## config.mk

```make
export PLATFORM = sky130hd
export DESIGN_NAME = match_event_reporter
export DESIGN_NICKNAME = d
export VERILOG_FILES = /design/src/rtl/match_event_reporter.sv
export SDC_FILE = /design/constraint.sdc
export NUM_CORES = 1
export LEC_CHECK = 0
export CAP_MARGIN = 20
export CORE_ASPECT_RATIO = 1.5
export CORE_MARGIN = 3
export CORE_UTILIZATION = 60
export DETAILED_ROUTE_END_ITERATION = 8
export PLACE_DENSITY_LB_ADDON = 0.12
export REMOVE_ABC_BUFFERS = 1
export SLEW_MARGIN = 10
export SYNTH_ARGS = -nofsm -noshare
export SYNTH_HDL_FRONTEND = slang
export SYNTH_SLANG_ARGS = --single-unit
```

## constraint.sdc

```tcl
create_clock -name clk -period 3.62 [get_ports clk]
set_input_delay 0.724 -clock clk [delete_from_list [all_inputs] [get_ports clk]]
set_output_delay 0.724 -clock clk [all_outputs]
set_load 0.01 [all_outputs]
```

## src/rtl/match_event_reporter.sv

```systemverilog
// Holdoff-filtered matched-filter event reporter: timestamps accepted matches and queues them in a show-ahead FIFO.
// Define MATCH_REPORTER_IRQ_EN to add the IRQ_LEVEL parameter and the irq output.
module match_event_reporter #(
   parameter int unsigned FIFO_AW = 3
`ifdef MATCH_REPORTER_IRQ_EN
   , parameter int unsigned IRQ_LEVEL = 1
`endif
) (
   input  logic               clk,
   input  logic               reset,
   input  logic               rxstrobe,
   input  logic               valid,
   input  logic               match,
   input  logic [15:0]        holdoff,
   input  logic               ev_rd,
   output logic [31:0]        ev_data,
   output logic               ev_empty,
   output logic [FIFO_AW:0]   ev_count,
   output logic [15:0]        match_total,
   output logic [15:0]        drop_total
`ifdef MATCH_REPORTER_IRQ_EN
   , output logic             irq
`endif
);

   localparam int unsigned DEPTH = 1 << FIFO_AW;
   localparam int unsigned CW    = FIFO_AW + 1;

   logic [30:0]        sample_idx_q, sample_idx_d;
   logic [15:0]        ho_cnt_q, ho_cnt_d;
   logic [31:0]        mem_q [DEPTH];
   logic [FIFO_AW-1:0] wr_ptr_q, wr_ptr_d;
   logic [FIFO_AW-1:0] rd_ptr_q, rd_ptr_d;
   logic [FIFO_AW:0]   count_q, count_d;
   logic               empty_q;
   logic               lost_q, lost_d;
   logic [15:0]        match_total_q, match_total_d;
   logic [15:0]        drop_total_q, drop_total_d;
   logic               qual, accept, full, do_rd, do_wr, drop;

   // Acceptance, FIFO control and counter next-state
   always_comb begin
      qual   = valid & match;
      accept = qual & (ho_cnt_q == 16'd0);
      full   = (count_q == CW'(DEPTH));
      do_rd  = ev_rd & (count_q != CW'(0));
      do_wr  = accept & (~full | do_rd);
      drop   = accept & full & ~do_rd;

      sample_idx_d = rxstrobe ? sample_idx_q + 31'd1 : sample_idx_q;

      ho_cnt_d = ho_cnt_q;
      if (accept) begin
         ho_cnt_d = holdoff;
      end else if (rxstrobe && (ho_cnt_q != 16'd0)) begin
         ho_cnt_d = ho_cnt_q - 16'd1;
      end

      wr_ptr_d = do_wr ? wr_ptr_q + FIFO_AW'(1) : wr_ptr_q;
      rd_ptr_d = do_rd ? rd_ptr_q + FIFO_AW'(1) : rd_ptr_q;

      count_d = count_q;
      if (do_wr && !do_rd) begin
         count_d = count_q + CW'(1);
      end else if (do_rd && !do_wr) begin
         count_d = count_q - CW'(1);
      end

      lost_d = lost_q;
      if (drop) begin
         lost_d = 1'b1;
      end else if (do_wr) begin
         lost_d = 1'b0;
      end

      match_total_d = (qual && (match_total_q != 16'hFFFF)) ? match_total_q + 16'd1 : match_total_q;
      drop_total_d  = (drop && (drop_total_q != 16'hFFFF)) ? drop_total_q + 16'd1 : drop_total_q;
   end

   // State registers; storage is cleared on reset so the idle head reads zero
   always_ff @(posedge clk) begin
      if (reset) begin
         sample_idx_q  <= '0;
         ho_cnt_q      <= '0;
         wr_ptr_q      <= '0;
         rd_ptr_q      <= '0;
         count_q       <= '0;
         empty_q       <= 1'b1;
         lost_q        <= 1'b0;
         match_total_q <= '0;
         drop_total_q  <= '0;
         for (int unsigned i = 0; i < DEPTH; i++) begin
            mem_q[i] <= '0;
         end
      end else begin
         sample_idx_q  <= sample_idx_d;
         ho_cnt_q      <= ho_cnt_d;
         wr_ptr_q      <= wr_ptr_d;
         rd_ptr_q      <= rd_ptr_d;
         count_q       <= count_d;
         empty_q       <= (count_d == CW'(0));
         lost_q        <= lost_d;
         match_total_q <= match_total_d;
         drop_total_q  <= drop_total_d;
         if (do_wr) begin
            mem_q[wr_ptr_q] <= {lost_q, sample_idx_q};
         end
      end
   end

`ifdef MATCH_REPORTER_IRQ_EN
   logic irq_q;

   // Occupancy threshold, lagging ev_count by one cycle
   always_ff @(posedge clk) begin
      if (reset) begin
         irq_q <= 1'b0;
      end else begin
         irq_q <= (count_q >= CW'(IRQ_LEVEL));
      end
   end

   assign irq = irq_q;
`endif

   assign ev_data     = mem_q[rd_ptr_q];
   assign ev_empty    = empty_q;
   assign ev_count    = count_q;
   assign match_total = match_total_q;
   assign drop_total  = drop_total_q;

endmodule

```

==> flow_summary.toml <==
[status]
run_status = "complete, no violations"

[route]
drt-wirelength-per-cell_um = 20.5
drc = 0
ant_nets = 0
routed_wl_um = 33700
drt_first_iter_violations = 586
drt_pass1_iterations = 5
vias = 9686
vias_per_cell = 5.87

[clocking]
cts_resized = 0
cts_setup_buffers = 0
clkSlewWorstSetupHoldPaths_ps = 60
root_buffer = "clkbuf_16"
cts_buffers = 31
cts_hold_buf = 0
cts_tree = "built"
insertion_delay_ps = 550
cts_buffer_depth = 3
htree_levels = 1
clock-sinks = 350

[final_layout]
final.fill_count = 1796
nNetsFinal = 1323
diodes = 0
area_delta_synth_final_pct = 15.1
drive_gt1_frac = 0.154
final_cells = 1649
design_area_um2 = 18300
final_core_util = 0.707

[worst_setup_path]
required_ps = 2900
r2r_slack_ps = 730
worstPathArrival_ps = 2740
max_stage_delay_ps = 580
critical-path-top-delay-family = "multiplexers"
end_kind = "primary output"
start_kind = "flip-flop"
cp_num_buf_inv = 2
crit_type = "flip-flop to primary output"
critPathSlowestCell = "dfxtp_4"
cp_max_fo = 14
crit_chain = "buf_4 > mux4_2 > mux2_2 > clkdlybuf4s50_1"

[logic_synthesis]
synthFlopType = "edfxtp_1"
async_flop_share = 0
avgSynthCellArea_um2 = 13.0
ys_ff_latch = 350
synth_cells = 1225
ys_warn_count = 0
seq_area_frac_synth = 0.600
synth_top_cell_area_share = 0.482
synth_edf_count = 256
synth_top_area_cell = "edfxtp_1"
synth_cell_types = 59
netlist_area_um2 = 15900
ys_top_cells_by_area = "edfxtp_1, dfxtp_1, and2_1, mux4_2, mux2_2"

[floorplan]
dieArea_um2 = 28600
coreArea_um2 = 25900
fp.dieW_um = 139
num_rows = 72
fp.dieH_um = 206
ios = 91
start_util = 0.614

[power_and_ir_drop]
peakVddDrop_v = 0.000482
powerDensity_nw_per_um2 = 570
p_switching_uw = 2740
p_leak_uw = 0.00625
internal_power_uw = 7720
clkPwrFrac = 0.330
switching_share = 0.262
combPwrFrac = 0.211
seq_power_share = 0.459

[grt]
grt.total_usage = 0.239
grt_max_degree = 65
overflow = 0
grt_first_pass_wirelength_um = 54000
antenna_found_initial = 0
grt_pass1_vias = 9926

[placed_design]
placedCellCount = 1592
gp_congestion = 0.824
io_buffers = 90
place_area_um2 = 17300
place_hpwl_um = 20800

[timing]
clock.fmax_ghz = 0.289
setup_violations = 0
hold_violations = 0
fin_crit_ps = 3460
relSlewSlack = 0.542
slew_violations = 0
worst_clock_skew_ps = 9.63
period_share = 0.956
worst_pin_slew_ps = 680
rsz0062_at_grt = "no"

[min_path]
holdCritPathClass = "flip-flop to flip-flop"

[run]
maxCapViolations = 0
path summary, 6_finish.rpt:
path,startpoint,to,depth (start not counted)
max,flip-flop,ev_data[28],4
min,drop_total[15]$_SDFFE_PP0P_,drop_total[15]$_SDFFE_PP0P_,2
max reg2reg,ho_cnt_q[4]$_SDFFE_PP0P_,mem_q[0][16]$_SDFFCE_PN0P_,7
min reg2reg,drop_total[15]$_SDFFE_PP0P_,drop_total[15]$_SDFFE_PP0P_,2
power by group through the flow:
stage               logic, uW  clock network [uW]  registers [uW]
floorplan                1410                   0            4920
global placement         2180                   0            4860
detailed placement       2210                   0            4880
CTS                      2240                3500            4800
global route             2410                3660            4830
finish                   2210                3450            4800
Yosys cell counts (5+ instances only):
cell type and number:
nor2_1 96, edfxtp_1 256, xor2_1 25, buf_1 9, buf_2 8, xnor2_1 37
or3_1 9, clkbuf_1 73, ha_1 9, nor4_1 14, dfxtp_1 94, mux4_2 64
nand2_1 51, o21ai_0 12, nand3_1 25, a211oi_1 8, mux2i_1 6, mux2_2 32
nand4_1 16, inv_1 6, a21oi_1 24, and2_1 249, or4_1 5, nor3_1 24
and4_1 8, or2_2 6
placed cells by master, fill, tap and decap left out, types with 5 or more instances in the layout:
cell,n
a211oi_1,8
a21oi_1,24
and2_1,249
and4_1,8
buf_12,6
buf_4,30
bufinv_16,5
clkbuf_16,32
clkdlybuf4s50_1,89
clkinv_1,10
dfxtp_1,91
edfxtp_1,256
ha_1,9
inv_1,6
mux2_2,32
mux2i_1,6
mux4_2,64
nand2_1,51
nand3_1,25
nand4_1,16
nor2_1,90
nor2_2,6
nor3_1,24
nor4_1,14
o21ai_0,12
or2_2,6
or3_1,9
or4_1,5
xnor2_1,37
xor2_1,25
worst reg2reg max path, cell delays in order (launching register included):
cell and delay (ps):
dfxtp_1 400, nor4_4 450, nand4_2 360, nor3_4 360
nand2b_1 340, nor4_4 250, or2_1 150, buf_4 270
stage by stage:
step	total power [uW]	worst slack (ps)	hold slack (ps)	setup TNS, ps
after floorplan	6330	-773	479	-25110
after global placement	7040	610	491	0
after detailed placement	7090	569	500	0
after CTS	10500	92.3	511	0
after global routing	10900	52.8	555	0
final	10500	159	506	0
cell type report:
type	instances	area, um2	area share
Inverter	8	30.0	0.00164
Timing Repair Buffer	125	1240	0.0674
Sequential cell	350	9580	0.522
Tap cell	333	417	0.0227
Clock inverter	17	206	0.0113
Multi-Input combinational cell	776	6010	0.328
Clock buffer	40	871	0.0475
registers in the layout, indices dropped and copies added (netlist names), named ones only:
| register | count |
|---|---|
| rd_ptr_q | 3 |
| match_total | 16 |
| ev_count | 4 |
| sample_idx_q | 31 |
| mem_q | 256 |
| wr_ptr_q | 3 |
| lost_q | 1 |
| drop_total | 16 |
| ev_empty | 1 |
| ho_cnt_q | 16 |
kinds of logic after synthesis:
family          after synthesis  synth area share
xor+xnor                     62            0.0341
buf+inv                      99            0.0244
flops                       350             0.600
compound gates               67            0.0258
simple gates                535             0.191
fa+ha+maj                     9           0.00706
mux                         103             0.117
layer usage:
metal | part of all wire | track usage | wire length (um) | up-vias
met1 | 0.39 | 0.292 | 13000 | 4836
met2 | 0.54 | 0.444 | 18200 | 241
met5 | 0 | 0 | 0 | -
li1 | - | - | - | 4549
met3 | 0.047 | 0.0339 | 1590 | 60
met4 | 0.028 | 0.0699 | 953 | 0
(Power assumes the default switching activity.)
